[config.mk]
export PLATFORM = sky130hd
export DESIGN_NAME = toggle_en_gen
export DESIGN_NICKNAME = d
export VERILOG_FILES = /design/src/rtl/toggle_en_gen.sv
export SDC_FILE = /design/constraint.sdc
export NUM_CORES = 1
export LEC_CHECK = 0
export CELL_PAD_IN_SITES_DETAIL_PLACEMENT = 0
export CELL_PAD_IN_SITES_GLOBAL_PLACEMENT = 1
export CORE_UTILIZATION = 50
export DETAILED_ROUTE_END_ITERATION = 10
export PLACE_DENSITY = 0.93
export SYNTH_ARGS = -nofsm -noshare
export SYNTH_HDL_FRONTEND = slang
export SYNTH_SLANG_ARGS = --single-unit
[constraint.sdc]
create_clock -name clk -period 3.4 [get_ports clk]
set_input_delay 0.68 -clock clk [delete_from_list [all_inputs] [get_ports clk]]
set_output_delay 0.68 -clock clk [all_outputs]
set_load 0.02 [all_outputs]
[src/rtl/toggle_en_gen.sv]
// ============================================================================
// Module      : toggle_en_gen
// Description : Push-button front end for a T flip-flop enable. Synchronises
//               the raw button, debounces press and release, and emits one
//               single-cycle en pulse per accepted press, with optional
//               auto-repeat while the button stays held.
// Revision    : 1.0 - initial release
// ============================================================================
`default_nettype none

module toggle_en_gen #(
  parameter int DB_CYCLES     = 4,
  parameter int HOLD_CYCLES   = 16,
  parameter int REPEAT_CYCLES = 8,
  parameter int CNT_W         = 8
) (
  input  logic clk,
  input  logic reset,
  input  logic btn,
  input  logic rep_en,
  output logic en,
  output logic held
);

  // --------------------------------------------------------------------------
  // State encoding
  // --------------------------------------------------------------------------
  localparam logic [2:0] c_IDLE      = 3'd0;
  localparam logic [2:0] c_DEB_PRESS = 3'd1;
  localparam logic [2:0] c_PRESSED   = 3'd2;
  localparam logic [2:0] c_REPEAT    = 3'd3;
  localparam logic [2:0] c_DEB_REL   = 3'd4;

  // Terminal counts: a counter value of N-1 marks the N-th qualifying edge.
  localparam logic [CNT_W-1:0] c_ZERO     = '0;
  localparam logic [CNT_W-1:0] c_ONE      = CNT_W'(1);
  localparam logic [CNT_W-1:0] c_DB_LAST  = CNT_W'(DB_CYCLES - 1);
  localparam logic [CNT_W-1:0] c_HLD_LAST = CNT_W'(HOLD_CYCLES - 1);
  localparam logic [CNT_W-1:0] c_REP_LAST = CNT_W'(REPEAT_CYCLES - 1);

  // --------------------------------------------------------------------------
  // Registers and next-state wires
  // --------------------------------------------------------------------------
  logic             r_sync1;
  logic             r_btn_s;
  logic [2:0]       r_state;
  logic [CNT_W-1:0] r_cnt;
  logic [CNT_W-1:0] r_hcnt;
  logic             r_en;
  logic             r_held;

  logic [2:0]       w_state_nxt;
  logic [CNT_W-1:0] w_cnt_nxt;
  logic [CNT_W-1:0] w_hcnt_nxt;
  logic             w_en_nxt;
  logic             w_held_nxt;

  // Two-flop synchroniser: the raw button is asynchronous to clk.
  always_ff @(posedge clk or negedge reset) begin
    if (!reset) begin
      r_sync1 <= 1'b0;
      r_btn_s <= 1'b0;
    end else begin
      r_sync1 <= btn;
      r_btn_s <= r_sync1;
    end
  end

  // Next-state logic: the synchronised button level always takes priority
  // over counter expiry and the repeat enable.
  always_comb begin
    w_state_nxt = r_state;
    w_cnt_nxt   = r_cnt;
    w_hcnt_nxt  = r_hcnt;
    w_en_nxt    = 1'b0;

    case (r_state)
      c_IDLE: begin
        if (r_btn_s) begin
          w_state_nxt = c_DEB_PRESS;
          w_cnt_nxt   = c_ONE;
        end
      end

      c_DEB_PRESS: begin
        if (!r_btn_s) begin
          // Press bounce: give up silently.
          w_state_nxt = c_IDLE;
          w_cnt_nxt   = c_ZERO;
        end else if (r_cnt == c_DB_LAST) begin
          w_state_nxt = c_PRESSED;
          w_en_nxt    = 1'b1;
          w_hcnt_nxt  = c_ZERO;
        end else begin
          w_cnt_nxt   = r_cnt + c_ONE;
        end
      end

      c_PRESSED: begin
        if (!r_btn_s) begin
          w_state_nxt = c_DEB_REL;
          w_cnt_nxt   = c_ONE;
        end else if (!rep_en) begin
          w_hcnt_nxt  = c_ZERO;
        end else if (r_hcnt == c_HLD_LAST) begin
          w_state_nxt = c_REPEAT;
          w_en_nxt    = 1'b1;
          w_hcnt_nxt  = c_ZERO;
        end else begin
          w_hcnt_nxt  = r_hcnt + c_ONE;
        end
      end

      c_REPEAT: begin
        if (!r_btn_s) begin
          w_state_nxt = c_DEB_REL;
          w_cnt_nxt   = c_ONE;
        end else if (!rep_en) begin
          // Leaving repeat restarts the full initial hold delay.
          w_state_nxt = c_PRESSED;
          w_hcnt_nxt  = c_ZERO;
        end else if (r_hcnt == c_REP_LAST) begin
          w_en_nxt    = 1'b1;
          w_hcnt_nxt  = c_ZERO;
        end else begin
          w_hcnt_nxt  = r_hcnt + c_ONE;
        end
      end

      c_DEB_REL: begin
        if (r_btn_s) begin
          // Release bounce: still pressed, no new pulse, hold delay restarts.
          w_state_nxt = c_PRESSED;
          w_hcnt_nxt  = c_ZERO;
        end else if (r_cnt == c_DB_LAST) begin
          w_state_nxt = c_IDLE;
          w_cnt_nxt   = c_ZERO;
        end else begin
          w_cnt_nxt   = r_cnt + c_ONE;
        end
      end

      default: begin
        // Unreachable encodings recover to a clean idle.
        w_state_nxt = c_IDLE;
        w_cnt_nxt   = c_ZERO;
        w_hcnt_nxt  = c_ZERO;
      end
    endcase

    // Held tracks the accepted press, including the release-debounce window.
    w_held_nxt = (w_state_nxt == c_PRESSED) ||
                 (w_state_nxt == c_REPEAT)  ||
                 (w_state_nxt == c_DEB_REL);
  end

  // State, counters and registered outputs.
  always_ff @(posedge clk or negedge reset) begin
    if (!reset) begin
      r_state <= c_IDLE;
      r_cnt   <= c_ZERO;
      r_hcnt  <= c_ZERO;
      r_en    <= 1'b0;
      r_held  <= 1'b0;
    end else begin
      r_state <= w_state_nxt;
      r_cnt   <= w_cnt_nxt;
      r_hcnt  <= w_hcnt_nxt;
      r_en    <= w_en_nxt;
      r_held  <= w_held_nxt;
    end
  end

  assign en   = r_en;
  assign held = r_held;

endmodule

`default_nettype wire

==> metrics <==
outcome=completed; Die W=54.2 um; simple-gate portion of the synthesized area=about 22%; die height=54.2 um; vias in the first global route=1,058; DP Wirelength=1940 um; antenna cells=0; final setup TNS=0 ns; Netlist cell types=42; Critical Path AT=2.42 ns; worst vdd ir=0.317 mV; via/cell ratio=about 6.4; Layout area overhead=7.72%; drt drc=0; sequential share of power=45.9%; root buffer cell=clkbuf_4; core area=roughly 2500 um2; Post-Synth Adder-Cell Area=between 1.5 and 2%; Pint=503 uW; Logic pwr share=39.4%; H-tree depth=1; most common cell after layout, fill and taps aside=dfrtp_1; Slew @ Worst Pin=between 0.7 and 0.8 ns; clock slew at reported path FFs=0.13 ns; CTS buffer count=3; Critical Path Sink Type=flop; WL/cell=around 15 um; row count=18; Starting Density=54.0%; critical path type=flop to flop; Synthesized Nets=148; largest net degree at the start of global routing=24; fin crit share=around two thirds; R2R cell count=5; startpoint types=flop; Clock Skew=0.00662 ns; Post-synth ARST share=100%; RSZ-0062 raised after global routing=false; Synth Instances=about 140; clock share of power=14.6%; most frequent cells in the layout=23 x dfrtp_1, 13 x nor2_1, 13 x a31oi_1; CP Max Fanout=8; Hold Crit Class=flop to flop; DRT Pass-1 Iters=4; initial antenna violation count=0; # nets final=155; TritonCTS clock tree=built; worst hold slack=roughly 0.36 ns; worst setup margin=1.20 ns; final WL=around 2700 um; Main synth FF type=dfrtp_1; largest family of logic cells by synthesized area=compound AO/OA/AOI/OAI gates; Worst-Skew Late Latency=between 0.3 and 0.4 ns; Post-Synth XOR/XNOR Area=1.29%; Ports=6; Total Power=875 uW; total number of vias=1,144; Post-synth EDFFs=0; pre-CTS setup slack=1.21 ns; Power Dens Cells=597 nW/um2; clock sink count=23; layout cells sized above 1=8.11%; Final GP Congestion=0.863; Leak=0.594 nW; post-synthesis sequential area ratio=42.3%; Fin. Hold Viols=0; post-CTS sizing=0; synthesis-stage register bit count=23; Switching Power=372 uW; # port buffers=5; Initial DRC Count=54; Max Transition Viols Final=0; Synth Area in Compound Gates=28.9%; total congestion overflow=0; Hold Path Depth=0; Hold-fix buffers, CTS=0; fmax=0.454 GHz; first-pass GRT wire length=4540 um; min cycle time layout=2.20 ns; ANT nets after route=0; final setup vio count=0; worst slew margin relative to its limit=47.0%; post-synthesis mux area share=1.56%; Syn Area/Cell=9.59 um2; Clock Path Buffers=2; GRT Total Usage=21.6%; Max-cap violations=0; Sw Ratio=42.5%; synthesized cell area=1360 um2; CP required=around 3.6 ns; Post-CTS Setup Inserts=0; Die Footprint=about 2900 um2; Yosys warning total=0
power by group through the flow:
stage	combinational (mW)	clock, mW	sequential [mW]
after floorplan	0.296	0	0.367
after global placement	0.336	0	0.402
after detailed placement	0.341	0	0.407
after CTS	0.343	0.134	0.401
after global routing	0.384	0.144	0.413
final	0.345	0.128	0.402
flip-flops by register name, indices dropped and copies added, names as in the netlist:
register  flops
en            1
held          1
r_btn_s       1
r_cnt         8
r_hcnt        8
r_state       3
r_sync1       1
critical path, cell delays in order, from the launching register on:
cell	delay (ns)
dfrtp_1	0.49
ha_1	0.25
nor3b_2	0.46
a311oi_4	0.23
or2_1	0.33
a221o_1	0.35
per-stage QoR:
stage,cells,cell area (um2),utilization [%]
6_report,178,1470,58.1
3_3_place_gp,174,1440,57.0
2_1_floorplan,142,1360,-
4_1_cts,178,1470,58.1
5_1_grt,178,1470,58.1
3_5_place_dp,174,1440,57.0
metal layers:
layer | global-route usage, % | up-vias | part of all wire [%]
li1 | - | 563 | -
met4 | 10.7 | 0 | 1.3
met3 | 3.39 | 4 | 4.6
met5 | 0 | - | 0
met2 | 33.7 | 34 | 46
met1 | 28.8 | 543 | 48
cells in the mapped netlist (all sizes together), types with 2 or more instances:
cell type,count,area [um2]
inv,4,15.0
nand2b,4,25.0
a22o,5,43.8
o21bai,3,22.5
nor2,13,48.8
a211o,4,35.0
o211ai,2,15.0
dfrtp,23,576
o31ai,2,15.0
and2,2,12.5
a311oi,2,35.0
nand3b,2,15.0
a2bb2oi,2,17.5
nand2,8,30.0
and3,2,12.5
nand3,8,40.0
clkbuf,2,7.51
or2,3,18.8
o21ai,8,40.0
nor4,2,42.5
nor3,3,15.0
buf,2,10.0
a31oi,13,81.3
a21oi,7,35.0
ha,2,25.0
cells by family (layout without fill, tap and decap cells):
kind of cell             after synthesis  after routing
AO/OA/AOI/OAI                         54             54
AND/OR/NAND/NOR                       51             51
flip-flops                            23             23
buffers and inverters                  8             14
adder cells (fa/ha/maj)                2              2
XOR/XNOR                               2              2
multiplexers                           2              2
final timing paths:
check,slack [ns],from,to
min,0.36,r_sync1,r_btn_s
max,1.20,r_cnt[0],r_hcnt[7]
max reg2reg,1.20,r_cnt[0],r_hcnt[7]
min in group asynchronous,0.70,reset,r_hcnt[6]
max in group asynchronous,2.48,reset,r_cnt[4]
min reg2reg,0.36,r_sync1,r_btn_s
cell type report:
| cell class | count | area (um2) |
|---|---|---|
| clock buffers | 3 | 22.5 |
| clock inverters | 1 | 5.00 |
| fillers | 214 | 1060 |
| inverters | 4 | 15.0 |
| multi-input cells | 111 | 753 |
| flip-flops and latches | 23 | 576 |
| well taps | 30 | 37.5 |
| repair buffers | 6 | 57.6 |
No activity file was read; power rests on OpenSTA's default activity.
